--- config.mk ---
export PLATFORM = sky130hd
export DESIGN_NAME = count_display_driver_flat
export DESIGN_NICKNAME = d
export VERILOG_FILES = /design/src/rtl/count_display_driver_if.sv /design/src/rtl/count_display_driver.sv /design/src/flat_wrapper.sv
export SDC_FILE = /design/constraint.sdc
export NUM_CORES = 1
export LEC_CHECK = 0
export ABC_AREA = 1
export CORE_UTILIZATION = 38
export DETAILED_ROUTE_END_ITERATION = 10
export PLACE_DENSITY_LB_ADDON = 0.15
export SETUP_SLACK_MARGIN = 0.05
export SYNTH_ARGS = -nofsm -noshare
export SYNTH_HDL_FRONTEND = slang
export SYNTH_SLANG_ARGS = --single-unit
--- constraint.sdc ---
create_clock -name clk -period 1.5 [get_ports clk]
set_input_delay 0.15 -clock clk [delete_from_list [all_inputs] [get_ports clk]]
set_output_delay 0.15 -clock clk [all_outputs]
set_load 0.005 [all_outputs]
--- src/rtl/count_display_driver_if.sv ---
// Bundle between the mod-N counter and the display driver: count value in,
// segment/anode drive plus the committed BCD result out.
interface count_display_driver_if #(
  parameter int unsigned W      = 4,
  parameter int unsigned DIGITS = 2
);
  logic [W-1:0]          value;
  logic [6:0]            seg;
  logic                  dp;
  logic [DIGITS-1:0]     an;
  logic [4*DIGITS-1:0]   bcd;
  logic                  ovf;

  modport master (output value, input seg, dp, an, bcd, ovf);
  modport slave  (input value, output seg, dp, an, bcd, ovf);
endinterface

--- src/rtl/count_display_driver.sv ---
// Shows a binary count in decimal on a multiplexed 7-segment display using a
// free-running sequential double-dabble converter and a digit-scan timer.
module count_display_driver #(
  parameter int unsigned W           = 4,
  parameter int unsigned DIGITS      = 2,
  parameter int unsigned REFRESH_DIV = 100000,
  parameter bit          ACTIVE_LOW  = 1'b1,
  parameter bit          LZB         = 1'b1
) (
  input logic                   clk,
  input logic                   rst,
  count_display_driver_if.slave bus
);

  // One guard nibble above the displayed digits keeps overflow out of the low digits.
  localparam int unsigned BcdW = 4 * (DIGITS + 1);
  localparam int unsigned CntW = $clog2(W + 1);
  localparam int unsigned RefW = (REFRESH_DIV > 1) ? $clog2(REFRESH_DIV) : 1;
  localparam int unsigned IdxW = (DIGITS > 1) ? $clog2(DIGITS) : 1;
  localparam longint unsigned Limit = 64'd10 ** DIGITS;

  localparam logic [1:0] StIdle  = 2'd0;
  localparam logic [1:0] StShift = 2'd1;
  localparam logic [1:0] StDone  = 2'd2;

  logic [1:0]          state_q, state_d;
  logic [W-1:0]        sh_q, sh_d;
  logic [W-1:0]        cap_q, cap_d;
  logic [BcdW-1:0]     work_q, work_d;
  logic [CntW-1:0]     iter_q, iter_d;
  logic [4*DIGITS-1:0] bcd_q, bcd_d;
  logic                ovf_q, ovf_d;

  logic [BcdW-1:0]     adj;
  logic [BcdW+W-1:0]   shifted;

  always_comb begin
    adj = work_q;
    for (int i = 0; i < int'(DIGITS) + 1; i++) begin
      if (work_q[4*i +: 4] >= 4'd5) adj[4*i +: 4] = work_q[4*i +: 4] + 4'd3;
    end
    shifted = {adj, sh_q} << 1;
  end

  always_comb begin
    state_d = state_q;
    sh_d    = sh_q;
    cap_d   = cap_q;
    work_d  = work_q;
    iter_d  = iter_q;
    bcd_d   = bcd_q;
    ovf_d   = ovf_q;
    case (state_q)
      StIdle: begin
        sh_d    = bus.value;
        cap_d   = bus.value;
        work_d  = '0;
        iter_d  = CntW'(W);
        state_d = StShift;
      end
      StShift: begin
        {work_d, sh_d} = shifted;
        iter_d         = iter_q - CntW'(1);
        if (iter_q == CntW'(1)) state_d = StDone;
      end
      StDone: begin
        bcd_d   = work_q[4*DIGITS-1:0];
        ovf_d   = (64'(cap_q) >= Limit);
        state_d = StIdle;
      end
      default: state_d = StIdle;
    endcase
  end

  always_ff @(posedge clk) begin
    if (rst) begin
      state_q <= StIdle;
      sh_q    <= '0;
      cap_q   <= '0;
      work_q  <= '0;
      iter_q  <= '0;
      bcd_q   <= '0;
      ovf_q   <= 1'b0;
    end else begin
      state_q <= state_d;
      sh_q    <= sh_d;
      cap_q   <= cap_d;
      work_q  <= work_d;
      iter_q  <= iter_d;
      bcd_q   <= bcd_d;
      ovf_q   <= ovf_d;
    end
  end

  logic [RefW-1:0] ref_q, ref_d;
  logic [IdxW-1:0] idx_q, idx_d;

  always_comb begin
    ref_d = ref_q + RefW'(1);
    idx_d = idx_q;
    if (ref_q == RefW'(REFRESH_DIV - 1)) begin
      ref_d = '0;
      idx_d = (idx_q == IdxW'(DIGITS - 1)) ? '0 : idx_q + IdxW'(1);
    end
  end

  logic [IdxW-1:0]   top_nz;
  logic [3:0]        nib;
  logic [6:0]        glyph;
  logic [6:0]        digit_seg;
  logic [DIGITS-1:0] an_act;
  logic [6:0]        seg_q, seg_d;
  logic [DIGITS-1:0] an_q, an_d;

  always_comb begin
    top_nz = '0;
    for (int i = 0; i < int'(DIGITS); i++) begin
      if (bcd_q[4*i +: 4] != 4'd0) top_nz = IdxW'(i);
    end
    nib = bcd_q[{idx_q, 2'b00} +: 4];
    case (nib)
      4'd0:    digit_seg = 7'b0111111;
      4'd1:    digit_seg = 7'b0000110;
      4'd2:    digit_seg = 7'b1011011;
      4'd3:    digit_seg = 7'b1001111;
      4'd4:    digit_seg = 7'b1100110;
      4'd5:    digit_seg = 7'b1101101;
      4'd6:    digit_seg = 7'b1111101;
      4'd7:    digit_seg = 7'b0000111;
      4'd8:    digit_seg = 7'b1111111;
      4'd9:    digit_seg = 7'b1101111;
      default: digit_seg = 7'b0000000;
    endcase
    if (ovf_q) begin
      glyph = 7'b1000000;
    end else if (LZB && (idx_q > top_nz)) begin
      glyph = 7'b0000000;
    end else begin
      glyph = digit_seg;
    end
    an_act        = '0;
    an_act[idx_q] = 1'b1;
    seg_d = ACTIVE_LOW ? ~glyph : glyph;
    an_d  = ACTIVE_LOW ? ~an_act : an_act;
  end

  always_ff @(posedge clk) begin
    if (rst) begin
      ref_q <= '0;
      idx_q <= '0;
      seg_q <= {7{ACTIVE_LOW}};
      an_q  <= {DIGITS{ACTIVE_LOW}};
    end else begin
      ref_q <= ref_d;
      idx_q <= idx_d;
      seg_q <= seg_d;
      an_q  <= an_d;
    end
  end

  assign bus.seg = seg_q;
  assign bus.an  = an_q;
  assign bus.dp  = ACTIVE_LOW;
  assign bus.bcd = bcd_q;
  assign bus.ovf = ovf_q;

endmodule

--- src/flat_wrapper.sv ---
// flat-port wrapper written by rule: the top's interface ports become plain ports
module count_display_driver_flat 
#(
  parameter int unsigned W           = 4,
  parameter int unsigned DIGITS      = 2,
  parameter int unsigned REFRESH_DIV = 100000,
  parameter bit          ACTIVE_LOW  = 1'b1,
  parameter bit          LZB         = 1'b1
)
  (clk, rst, bus_value, bus_seg, bus_dp, bus_an, bus_bcd, bus_ovf);
  count_display_driver_if #(.W(W), .DIGITS(DIGITS)) bus_i ();
  input logic clk;
  input logic rst;
  input wire logic [$bits(bus_i.value)-1:0] bus_value;
  output wire logic [$bits(bus_i.seg)-1:0] bus_seg;
  output wire logic [$bits(bus_i.dp)-1:0] bus_dp;
  output wire logic [$bits(bus_i.an)-1:0] bus_an;
  output wire logic [$bits(bus_i.bcd)-1:0] bus_bcd;
  output wire logic [$bits(bus_i.ovf)-1:0] bus_ovf;
  assign bus_i.value = bus_value;
  assign bus_seg = bus_i.seg;
  assign bus_dp = bus_i.dp;
  assign bus_an = bus_i.an;
  assign bus_bcd = bus_i.bcd;
  assign bus_ovf = bus_i.ovf;
  count_display_driver #(.W(W), .DIGITS(DIGITS), .REFRESH_DIV(REFRESH_DIV), .ACTIVE_LOW(ACTIVE_LOW), .LZB(LZB)) u_core (.clk(clk), .rst(rst), .bus(bus_i));
endmodule
## After elaboration in Yosys (flattened, before gate mapping)

Memory sizes are Yosys's and may differ from the RTL's.
Index checks and enable logic that the tools add are counted.
W data, S select, Z words.

| operators by class | value |
|---|---|
| add/sub/neg operators | 6 |
| magnitude comparators | 6 |
| equality and inequality tests | 5 |
| shift-type cells | 1 |
| mux-type cells | 13 |
| bitwise operators | 2 |
| reductions and logical operators | 5 |

Operator list:

| cell | number |
|---|---|
| $pmux W12 S2 | 1 |
| $add A17 B1 Y17 const B | 1 |
| $eq A17 B17 Y1 const B | 1 |
| $ge A4 B3 Y1 const B | 3 |
| $add A4 B2 Y4 const B | 2 |
| $mux W4 | 2 |
| $pmux W4 S2 | 1 |
| $shiftx A8 B4 Y4 | 1 |
| $mux W7 | 1 |
| $not A7 Y7 | 1 |
| $pmux W3 S2 | 1 |
| $pmux W2 S2 | 1 |
| $reduce_bool A4 Y1 | 1 |
| $add A3 B2 Y3 const B | 1 |
| $eq A3 B1 Y1 const B | 1 |
| $mux W1 | 3 |
| $mux W3 | 1 |
| $sub A3 B1 Y3 const B | 1 |
| $eq A2 B1 Y1 const B | 1 |
| $eq A2 B2 Y1 const B | 1 |
| $logic_not A2 Y1 | 1 |
| $lt A1 B2 Y1 const B | 1 |
| $mux W2 | 1 |
| $ne A2 B1 Y1 const B | 1 |
| 8 further kinds | 8 |

| storage, ports and cells | value |
|---|---|
| register bits | 56 |
| memory bits (read-only) | 112 |
| input port bits | 6 |
| output and inout port bits | 19 |
| memories kept | 1 |

Memory list:

| name | words | width | read ports | clocked after memory_dff | write ports | RTL line | source |
|---|---|---|---|---|---|---|---|
| (name not given) | 16 | 7 | 1 | 0 | 0 | count_display_driver.sv:121 | `case (nib)` |

## Longest topological paths before layout

Gate-level depths: netlist of the first run.

| logic depth | value |
|---|---|
| depth in word-level cells | 5 |
| mapped depth | 9 |

## Least setup slack after synthesis of the first run

No wires, ideal clock.

| path | value |
|---|---|
| path kind | flip-flop to flip-flop |
| start | register u_core.idx_q |
| end | register u_core.seg_q[3] (netlist: u_core.bus.seg[3]) |
| setup time | 0.118 ns |
| data arrival time | 1.451 ns |
| data required time | 1.382 ns |
| setup slack | -0.069 ns |
| stages on the path, launching flop included | 8 |
| buffers on the path | 1 |
| period minus slack after synthesis | 1.569 ns |
| cell sequence | dfxtp_1 > buf_4 > o21ai_0 > inv_1 > ha_1 > or2_1 > nand3_1 > nand2_1 |

| on the way | value |
|---|---|
| longest elaborated chain between the ends | 4 |
| elaborated cells on any way between the ends | 5 |

RTL lines:

| element | RTL line | source |
|---|---|---|
| from (decl) | count_display_driver.sv:96 | `logic [IdxW-1:0] idx_q, idx_d;` |
| from (signal assigned) | count_display_driver.sv:155 | `idx_q <= idx_d;` |
| $shiftx A8 B4 Y4 | count_display_driver.sv:120 | `nib = bcd_q[{idx_q, 2'b00} +: 4];` |
| $mem_v2 Z16 W7 | -- |  |
| $mux W7 (*) | count_display_driver.sv:136 | `end else if (LZB && (idx_q > top_nz)) begin` |
| $not A7 Y7 (*) | count_display_driver.sv:143 | `seg_d = ACTIVE_LOW ? ~glyph : glyph;` |
| to (signal assigned) | count_display_driver.sv:151 | `seg_q <= {7{ACTIVE_LOW}};` |
| to (signal assigned) | count_display_driver.sv:156 | `seg_q <= seg_d;` |
| to (decl) | count_display_driver.sv:112 | `logic [6:0] seg_q, seg_d;` |

Mark *: on every way between the ends. The rest lies on a longest branch, timed or not.
A chain may end at the register's enable or synchronous reset.

## Final worst setup path of the first run

| path | value |
|---|---|
| start | register u_core.bcd_q[0] (netlist: u_core.bus.bcd[0]) |
| end | output port bus_bcd[0] |

RTL lines:

| element | RTL line | source |
|---|---|---|
| from (decl) | count_display_driver.sv:31 | `logic [4*DIGITS-1:0] bcd_q, bcd_d;` |
| from (signal assigned) | count_display_driver.sv:82 | `bcd_q <= '0;` |
| from (signal assigned) | count_display_driver.sv:90 | `bcd_q <= bcd_d;` |
| to (decl) | flat_wrapper.sv:18 | `output wire logic [$bits(bus_i.bcd)-1:0] bus_bcd;` |

No word-level cell between the ends.

==> results of run 1 <==
[power by group through the flow]
stage | Sequential (mW) | Combinational, mW | Clock (mW)
after global routing | 1.46 | 0.237 | 1.05
after detailed placement | 1.49 | 0.213 | 0
after global placement | 1.48 | 0.210 | 0
after floorplan | 1.48 | 0.133 | 0
final | 1.45 | 0.207 | 0.960
after CTS | 1.45 | 0.213 | 1.00
[flip-flops by register name, summed over array words and instances, names as in the netlist]
register        count
u_core.bus.an       2
u_core.bus.bcd      8
u_core.bus.seg      7
u_core.idx_q        1
u_core.iter_q       3
u_core.ref_q       17
u_core.sh_q         4
u_core.state_q      2
u_core.work_q       8
[per-layer routing]
metal  global-route usage (%)  up-vias  wire [um]
met3                     3.28        4        113
li1                         -     1122          -
met2                     25.3       21       2200
met4                     5.17        0         47
met1                     18.8      916       2280
met5                        0        -          0
[cells by family (layout without fill, tap and decap cells)]
group / Yosys count / after routing / synth area share [%]
AOI/OAI and AO/OA: 46 / 46 / 11.5
xor gates and xnor gates: 8 / 8 / 2.80
adders and majority gates: 12 / 12 / 6.00
buffers and inverters: 50 / 78 / 8.60
DFF: 52 / 52 / 41.6
other: 2 / 2 / 0.300
and+or+nand+nor: 166 / 166 / 29.2
[timing repair]
item,4_1_cts,5_1_grt
resized for setup,1,2
setup endpoints to repair,1,9
endpoints found under the hold margin,0,0
[cells in the mapped netlist]
master	n	share of area [%]
clkbuf_1	2	0.30
o211ai_1	2	0.60
nand3b_1	2	0.60
or2_1	1	0.25
o21ai_1	1	0.20
dfxtp_1	52	42
clkinv_1	1	0.15
nor2_2	6	1.5
buf_6	1	0.45
a21oi_4	1	0.65
buf_4	5	1.5
nand2_1	76	11
nand2_4	1	0.45
a211oi_1	7	2.1
nor2_1	44	6.6
o21ai_0	8	1.6
nor2_4	1	0.45
nand3_1	20	4.0
buf_2	1	0.20
nand4_1	9	2.2
o32ai_1	2	0.70
nor3_1	1	0.20
or2_2	1	0.25
inv_2	4	0.60
o21ai_4	1	0.65
nand2_2	2	0.50
nand3_2	2	0.80
xor2_1	7	2.4
inv_1	36	5.4
a22oi_1	2	0.60
xnor2_1	1	0.35
ha_1	12	6.0
a21oi_1	22	4.4
conb_1	2	0.30
[cell type report]
cell class | count | area, um2 | area share [%]
Clock inverter | 3 | 42.5 | 1.45
Clock buffer | 5 | 68.8 | 2.35
Tap cell | 77 | 96.3 | 3.29
Timing Repair Buffer | 29 | 273 | 9.32
Sequential cell | 52 | 1040 | 35.7
Multi-Input combinational cell | 234 | 1250 | 42.6
Inverter | 41 | 154 | 5.26
[through the flow]
step,hold WS [ps],instances
2_1_floorplan,269,336
3_3_place_gp,432,433
3_5_place_dp,439,433
4_1_cts,391,441
5_1_grt,408,441
6_report,402,441
[final timing paths]
kind / slack [ps] / cells after the start / end
worst max-delay path: 120 / 1 / bus_bcd[0]
worst min-delay path: 400 / 3 / u_core.sh_q[0]
worst max register to register: 200 / 8 / u_core.bus.seg[3]
worst min register to register: 450 / 1 / u_core.ref_q[0]
==> results.cfg, run 1 <==
[sta]
hold_viol = 0
period_minus_slack_ps = 1380
fin_ws_ps = 116
slew_viol_final = 0
tns_ps = 0
rsz0062_at_grt = no
fmax_mhz = 723
clock_skew_ps = 9.13
period_share_pct = 92.3
setup_viol = 0

[drt]
vias_per_cell = 4.68
dr.first_iter.drc_count = 56
postRouteAntennaNets = 0
routed_wl_mm = 4.64
drc = 0
dr.pass1.iters = 4
wl_per_cell_um = 10.5
vias = 2063

[yosys]
syn_inst = 336
synth_area_per_cell_um2 = 7.45
synth-seq-cells = 52
syn_area_mm2 = 0.00250
syn_nets = 354
yosys_warnings = 0
synth-seq-area-share_pct = 41.6
ys_types = 34

[placed_design]
dpl-instance-area_mm2 = 0.00281
place_congestion = 0.751
portBuffers = 22
place_ws_ps = 97.6
dpl.hpwl_mm = 3.50

[critical_path]
worst-path-buf-inv = 1
regToRegStartpoint = u_core.idx_q
slowest_stage = clkdlybuf4s50_1
path_cells = clkdlybuf4s50_1
critPathMaxFanout = 3
crit_required_ps = 1350
critPathLaunchType = flop
startpoint = u_core.bus.bcd[0]
worstPathArrival_ps = 1230
critPathMaxStageDelay_ps = 530
end_kind = primary output
path_delay_family = buffers and inverters
critical_path_class = reg -> out

[cts]
ctsHoldBuffers = 0
cts_sinks = 52
htreeDepth = 2
postCtsSetupBuffers = 0
cts_made_buffers = 5
path_clk_slew_ps = 100
ctsLongestPathBuffers = 2
cts-root-buf = clkbuf_8
cts_tree = yes
clock_latency_ps = 310

[global_route]
antenna_found_initial = 0
grt_max_degree = 22
grt_pass1_vias = 2042
grt_util_all_layers_pct = 15.0
grt_pass1_wl_mm = 8.62
grt_overflow = 0

[finish]
layout-drive-gt1-share_pct = 10.2
fin_util_pct = 46.1
fillers = 636
final_cell_mix = 76 x nand2_1, 50 x dfxtp_1, 44 x nor2_1, 35 x inv_1
num_antenna_cells = 0
area_delta_synth_final_pct = 16.8
final_common_cell = nand2_1
postLayoutCellArea_mm2 = 0.00293
fin_nets = 381

[power_and_ir_drop]
total_power_mw = 2.62
combPwrFrac_pct = 7.9
switching_share_pct = 22.9
p_leak_nw = 1.14
p_int_mw = 2.02
power_switching_mw = 0.600
peakVddDrop_mv = 0.518
pwr-share-clk_pct = 36.7
pwr_density_cell_mw_per_mm2 = 895
p_seq_share_pct = 55.4

[die]
start_util_pct = 39.4
ios = 25
die_h_um = 83.2
fp.dieArea_mm2 = 0.00692
core-area_mm2 = 0.00635
die_width_um = 83.2
rows = 29

[flow_run]
max_cap_violations = 0

[run_status]
status = completed

[worst_hold_path]
min_from = bus_value[0]
hold_class = in -> reg
Power figures use the tool's default switching activity.
==> inputs of run 2 (changes only) <==
- CORE_UTILIZATION: 38 -> 40
- RECOVER_POWER: default -> 25
==> results.cfg, run 2 (same netlist as run 1, synthesis figures left out) <==
[run_status]
status = completed

[global_route]
grt_max_degree = 22
grt_util_all_layers_pct = 15.9
grt_overflow = 0
grt_pass1_vias = 1907
antenna_found_initial = 0
grt_pass1_wl_mm = 8.07

[finish]
final_common_cell = nand2_1
multi_input_area_mm2 = 0.00125
fillers = 579
fin_util_pct = 48.6
num_antenna_cells = 0
largest_reg_flops = 17
top_register = u_core.ref_q
area_delta_synth_final_pct = 16.4
final_cell_mix = 76 x nand2_1, 50 x dfxtp_1, 44 x nor2_1, 36 x inv_1, 22 x a21oi_1
layout-drive-gt1-share_pct = 9.84
fin_nets = 383
regArea_mm2 = 0.00105

[critical_path]
critical_path_class = reg -> out
reg2reg_setup_slack_ps = 150
slowest_stage = clkdlybuf4s50_1
end_kind = primary output
worstSetupEndpoint = bus_bcd[5]
worstPathArrival_ps = 1240
critPathMaxFanout = 4
r2r-end = u_core.ref_q[16]
path_delay_family = buffers and inverters
crit_required_ps = 1350
critPathLaunchType = flop
regToRegStartpoint = u_core.ref_q[0]
path_cells = clkdlybuf4s50_1
startpoint = u_core.bus.bcd[5]
ff2ff_path_depth = 7
path_depth = 1
worst-path-buf-inv = 1
critPathMaxStageDelay_ps = 530

[sta]
fin_hold_ws_ps = 383
slew_viol_final = 0
clock_skew_ps = 5.19
fmax_mhz = 721
rsz0062_at_grt = yes
hold_viol = 0
tns_ps = 0
setup_viol = 0
period_minus_slack_ps = 1390
period_share_pct = 92.4

[placed_design]
portBuffers = 22
place_congestion = 0.823
dpl.hpwl_mm = 3.44

[drt]
routed_wl_mm = 4.56
dr.pass1.iters = 6
vias_per_cell = 4.72
vias = 2083
dr.first_iter.drc_count = 42
drc = 0
postRouteAntennaNets = 0
wl_per_cell_um = 10.3

[cts]
cts_made_buffers = 5
cts_sinks = 52
cts-root-buf = clkbuf_8
path_clk_slew_ps = 90
cts_tree = yes
ctsLongestPathBuffers = 2
postCtsSetupBuffers = 0
htreeDepth = 2
clock_latency_ps = 310

[power_and_ir_drop]
p_seq_share_pct = 58.3
power_switching_mw = 0.594
total_power_mw = 2.49
p_int_mw = 1.89
switching_share_pct = 23.9
peakVddDrop_mv = 0.485
pwr_density_cell_mw_per_mm2 = 854
p_leak_nw = 1.14
combPwrFrac_pct = 8.5
pwr-share-clk_pct = 33.2

[die]
fp.dieArea_mm2 = 0.00658
ios = 25
core-area_mm2 = 0.00599
die_width_um = 81.1
rows = 28
start_util_pct = 41.8
die_h_um = 81.1

[worst_hold_path]
hold_class = in -> reg

[flow_run]
max_cap_violations = 0
## run 2: changes by cell type in the layout (fill, tap and decap cells not counted), sizes merged
cell           delta
bufinv            -1
clkinvlp          -1
dlygate4sd3       +2
clkinv            +1
clkbuf            +3
clkdlybuf4s50     -2
## run 2: cell type report
cell class,count,share of cell area (%)
Clock buffer,6,2.83
Clock inverter,2,0.343
Inverter,41,5.28
Multi-Input combinational cell,234,42.8
Sequential cell,52,35.9
Tap cell,75,3.22
Timing Repair Buffer,31,9.62
## run 2: worst min-delay path by stage
stage,start,to,slack [ps],depth (start not counted)
final,bus_value[0],u_core.sh_q[0],380,3
after global routing,bus_value[0],u_core.sh_q[0],420,3
after CTS,bus_value[0],u_core.sh_q[0],370,3
after detailed placement,u_core.ref_q[0],u_core.ref_q[0],440,1
after global placement,u_core.ref_q[0],u_core.ref_q[0],430,1
after floorplan,rst,u_core.work_q[0],270,1
## run 2: repair_timing
action / 4_1_cts / 5_1_grt
hold buffers: 0 / 0
resized for setup: 0 / 5
setup endpoints to repair: 0 / 11
## run 2: per-stage QoR
| stage | instance area, um2 | std cells | worst slack, ps |
|---|---|---|---|
| 2_1_floorplan | 2500 | 336 | 65.3 |
| 3_3_place_gp | 2820 | 433 | 147 |
| 3_5_place_dp | 2820 | 433 | 105 |
| 4_1_cts | 2920 | 441 | 75.3 |
| 5_1_grt | 2910 | 441 | 29.9 |
| 6_report | 2910 | 441 | 114 |
## run 2: per-layer routing
layer  global-route usage [%]  up-vias  routed length (um)
met2                     27.5       33                2160
met1                     18.7      911                2200
met4                     7.86        0                  89
met5                        0        -                   0
li1                         -     1132                   -
met3                     3.03        7                 115
## run 2: power groups by stage
stage	logic, mW	registers (mW)	clock network (mW)
2_1_floorplan	0.133	1.48	0
3_3_place_gp	0.214	1.48	0
3_5_place_dp	0.218	1.48	0
4_1_cts	0.219	1.45	0.869
5_1_grt	0.244	1.46	0.903
6_report	0.211	1.45	0.826
==> inputs of run 3 (changes only) <==
- CELL_PAD_IN_SITES_DETAIL_PLACEMENT: default -> 1
- CELL_PAD_IN_SITES_GLOBAL_PLACEMENT: default -> 1
- CORE_UTILIZATION: 40 -> 37
- GPL_ROUTABILITY_DRIVEN: default -> 1
==> results.cfg, run 3 (same netlist as run 1, synthesis figures left out) <==
[run_status]
status = complete, but fails checks
failed_checks = design-rule violations

[sta]
clock_skew_ps = 8.46
slew_viol_final = 0
rsz0062_at_grt = no
hold_viol = 0
fin_ws_ps = 102
fin_hold_ws_ps = 391
tns_ps = 0
setup_viol = 0
fmax_mhz = 715
period_share_pct = 93.2
period_minus_slack_ps = 1400

[finish]
area_delta_synth_final_pct = 17.5
fillers = 816
layout-drive-gt1-share_pct = 10.9
largest_reg_flops = 17
fin_util_pct = 45.5
post_layout_nonfiller_instances = 443
final_cell_mix = 75 x nand2_1, 49 x dfxtp_1, 45 x nor2_1, 34 x inv_1, 22 x a21oi_1
postLayoutCellArea_mm2 = 0.00294
fin_nets = 383
num_antenna_cells = 0
top_register = u_core.ref_q
final_common_cell = nand2_1

[power_and_ir_drop]
total_power_mw = 2.69
peakVddDrop_mv = 0.460
pwr_density_cell_mw_per_mm2 = 913
p_leak_nw = 1.15

[die]
start_util_pct = 38.8
core-area_mm2 = 0.00646
rows = 29
fp.dieArea_mm2 = 0.00710
ios = 25
die_width_um = 84.3
die_h_um = 84.3

[drt]
dr.first_iter.drc_count = 65
routed_wl_mm = 5.53
vias_per_cell = 4.87
dr.pass1.iters = 7
vias = 2159
drc = 6
postRouteAntennaNets = 0
wl_per_cell_um = 12.5

[critical_path]
path_cells = clkdlybuf4s50_1
path_delay_family = buffers and inverters
critPathLaunchType = flop
crit_required_ps = 1350
critPathMaxStageDelay_ps = 530
end_kind = primary output
critical_path_class = reg -> out
worstPathArrival_ps = 1250
slowest_stage = clkdlybuf4s50_1
worst-path-buf-inv = 1
critPathMaxFanout = 3

[cts]
htreeDepth = 2
path_clk_slew_ps = 100
postCtsSetupBuffers = 0
cts_tree = yes
cts-root-buf = clkbuf_8
clock_latency_ps = 310
cts_sinks = 52
ctsHoldBuffers = 0
cts_made_buffers = 5
cts_resized = 1
ctsLongestPathBuffers = 2

[placed_design]
place_congestion = 0.775
portBuffers = 22
dpl.hpwl_mm = 4.16
place_ws_ps = 35.2
dpl.cell_count = 435
dpl-instance-area_mm2 = 0.00283

[worst_hold_path]
hold_class = in -> reg

[global_route]
grt_pass1_vias = 2225
antenna_found_initial = 0
grt_overflow = 0
grt_max_degree = 22
grt_util_all_layers_pct = 16.8
grt_pass1_wl_mm = 9.81

[flow_run]
max_cap_violations = 0
run 3: cell count changes in the layout (fill, tap and decap cells not counted), sizes merged:
cell	previous run	this run
buf	7	6
clkbuf	8	9
bufinv	0	1
clkdlybuf4s50	20	21
dlygate4sd3	2	1
clkinv	3	2
run 3: power by group:
part | internal (mW) | switching, mW | total (mW)
Combinational | 0.100 | 0.116 | 0.216
Sequential | 1.42 | 0.0256 | 1.45
Clock | 0.546 | 0.473 | 1.02
Total | 2.07 | 0.615 | 2.69
run 3: routing by layer:
metal	share of wire [%]	GRT usage [%]	up-vias
met3	2.2	3.05	8
met2	49	30.3	19
met1	48	20.7	999
met4	0.98	4.23	0
met5	0	0	-
li1	-	-	1133
run 3: layout make-up:
| cell class | count | area (um2) | share of cell area [%] |
|---|---|---|---|
| Clock buffer | 6 | 82.6 | 2.81 |
| Clock inverter | 2 | 38.8 | 1.32 |
| Inverter | 41 | 154 | 5.23 |
| Multi-Input combinational cell | 234 | 1240 | 42.3 |
| Sequential cell | 52 | 1050 | 35.6 |
| Tap cell | 77 | 96.3 | 3.28 |
| Timing Repair Buffer | 31 | 278 | 9.44 |
run 3: worst paths after layout:
path,slack (ps),from,end,depth (start not counted)
min,390,bus_value[0],u_core.sh_q[0],3
max reg2reg,190,u_core.idx_q,u_core.bus.seg[3],8
min reg2reg,460,u_core.sh_q[0],u_core.sh_q[0],2
max,100,u_core.bus.bcd[2],bus_bcd[2],1
==> variant: new RTL, settings of run 2 <==
`DIGITS` is set to 2 in 3 places; all go to 3.
--- a/src/rtl/count_display_driver_if.sv
+++ b/src/rtl/count_display_driver_if.sv
@@ -4,3 +4,3 @@
   parameter int unsigned W      = 4,
-  parameter int unsigned DIGITS = 2
+  parameter int unsigned DIGITS = 3
 );
--- a/src/rtl/count_display_driver.sv
+++ b/src/rtl/count_display_driver.sv
@@ -4,3 +4,3 @@
   parameter int unsigned W           = 4,
-  parameter int unsigned DIGITS      = 2,
+  parameter int unsigned DIGITS      = 3,
   parameter int unsigned REFRESH_DIV = 100000,
--- a/src/flat_wrapper.sv
+++ b/src/flat_wrapper.sv
@@ -4,3 +4,3 @@
   parameter int unsigned W           = 4,
-  parameter int unsigned DIGITS      = 2,
+  parameter int unsigned DIGITS      = 3,
   parameter int unsigned REFRESH_DIV = 100000,
Ports: changed (resized bus_an and bus_bcd); port bits go from 25 to 30. No check against the original RTL was run, so the function may have changed too.
==> variant against run 2 <==
- the run now ends with setup timing left
- highest routed layer unchanged
- synthesized cell count up 23%
- clock skew is 0.0020 ns higher
- critical endpoint is now u_core.bus.seg[1]
- power rose by 49%
- fmax decreased by 8.3%
- routed wire length rose by 33%
- clock power increased by 100%
- critical path type is now flop to flop
- sequential power is 19% higher
- sequential cell count up 10
- die area increased by 20%
- largest power group unchanged
- setup slack lost 0.12 ns
- synthesized area increased by 21%
- design area up 30%
- largest cell class unchanged
==> variant: results (changes against run 2) <==
{
  "met2_wl": {"value": 2850, "unit": "um", "change": "+32%"},
  "grt_max_degree": {"value": 29, "change": "+32%"},
  "failing_checks": {"value": "setup timing"},
  "first_global_vias": {"value": 2371, "change": "+24%"},
  "gpl_wtd_cong": {"value": 0.840, "change": "+2.1%"},
  "layout_setup_ws": {"value": -0.0110, "unit": "ns", "change": "-0.125 ns"},
  "globalRouteMet3Util": {"value": 0.0563, "change": "+0.0260"},
  "clock-skew-final": {"value": 0.00716, "unit": "ns", "change": "+0.00197 ns"},
  "finalSetupViolations": {"value": 5, "change": "+5"},
  "yosysUniqueCellTypes": {"value": 35, "change": "+2.9%"},
  "avgViaCountPerCell": {"value": 4.75, "change": "+0.46%"},
  "critical_path_peak_fanout": {"value": 6, "change": "+2"},
  "wl_met3": {"value": 221, "unit": "um", "change": "+92%"},
  "ctsHtreeMaxLevel": {"value": 3, "change": "+1"},
  "p_sw": {"value": 786, "unit": "uW", "change": "+32%"},
  "final_layout_size_suffix_gt1_frac": {"value": 0.131, "change": "+0.0325"},
  "power.static_leakage": {"value": 0.00164, "unit": "uW", "change": "+43%"},
  "numCtsBuffers": {"value": 9, "change": "+4"},
  "slowest_delay": {"value": 0.32, "unit": "ns", "change": "-0.21 ns"},
  "status": {"value": "complete, but fails checks"},
  "grt_first_pass_wirelength": {"value": 10200, "unit": "um", "change": "+26%"},
  "dp_slack": {"value": -0.0684, "unit": "ns", "change": "-0.173 ns"},
  "timing.critical_path.from": {"value": "u_core.bus.bcd[7]"},
  "initialDrtViolationCount": {"value": 90, "change": "+110%"},
  "drt_pre_antenna_iters": {"value": 4, "change": "-2"},
  "synth.net_count": {"value": 436, "change": "+23%"},
  "timing.critical_path.arrival": {"value": 1.73, "unit": "ns", "change": "+0.49 ns"},
  "place.detailed.hpwl": {"value": 4520, "unit": "um", "change": "+32%"},
  "timing.critical_path.max_delay_family": {"value": "simple AND/OR/NAND/NOR gates"},
  "ys_top_cells_by_count": {"value": "sky130_fd_sc_hd__nand2_1 (97), sky130_fd_sc_hd__dfxtp_1 (62), sky130_fd_sc_hd__nor2_1 (54)"},
  "gr-usage-met2": {"value": 0.275, "change": "about the same"},
  "clk_pin_slew_worst_setup_hold_paths": {"value": 0.07, "unit": "ns", "change": "-0.02 ns"},
  "clk_latency": {"value": 0.33, "unit": "ns", "change": "+0.02 ns"},
  "reg2reg_depth": {"value": 8, "change": "+1"},
  "vdd_ir_drop_max": {"value": 0.000571, "unit": "V", "change": "+18%"}
}
variant: changes by cell type after synthesis, sizes merged, moves of 2 or more:
cell	delta
dfxtp	+10
nand2	+20
a211oi	+3
inv	+12
nand3	+7
o211ai	+2
buf	+2
ha	+4
a21oi	+9
nor2	+7
variant: repair_timing:
action                                  4_1_cts  5_1_grt
pin swaps                                     6        4
gates resized for setup                       7       21
hold buffers                                  0        0
endpoints found under the setup margin        8       32
buffers inserted                              0        1
variant: power by group through the flow:
stage	registers, uW	clock network, uW	logic (uW)
5_1_grt	1740	1800	321
6_report	1730	1690	280
2_1_floorplan	1770	0	157
3_3_place_gp	1770	0	276
3_5_place_dp	1770	0	280
4_1_cts	1730	1740	282
variant: stage by stage:
stage | setup TNS [ns] | cells | util | cell area (sq um) | hold WS, ns
final | -0.0189 | 565 | 0.520 | 3790 | 0.370
after global routing | -1.60 | 565 | 0.520 | 3790 | 0.382
after CTS | -0.219 | 564 | 0.516 | 3760 | 0.356
after detailed placement | -0.335 | 548 | 0.483 | 3520 | 0.445
after global placement | -0.257 | 548 | 0.483 | 3520 | 0.432
after floorplan | 0 | 414 | - | 3030 | 0.293
variant: kinds of logic after synthesis:
family / count (synthesis) / share of synthesized area
adders and majority gates: 16 / 0.0661
other: 2 / 0.00248
xor gates and xnor gates: 7 / 0.0202
and+or+nand+nor: 203 / 0.296
AOI/OAI and AO/OA: 60 / 0.119
buffers and inverters: 64 / 0.0867
DFF: 62 / 0.410
variant: final cells by class:
| type | instances | area share |
|---|---|---|
| multi-input cells | 288 | 0.408 |
| clock buffers | 13 | 0.0446 |
| well taps | 99 | 0.0327 |
| clock inverters | 3 | 0.0172 |
| repair buffers | 47 | 0.115 |
| inverters | 53 | 0.0531 |
| flip-flops and latches | 62 | 0.330 |
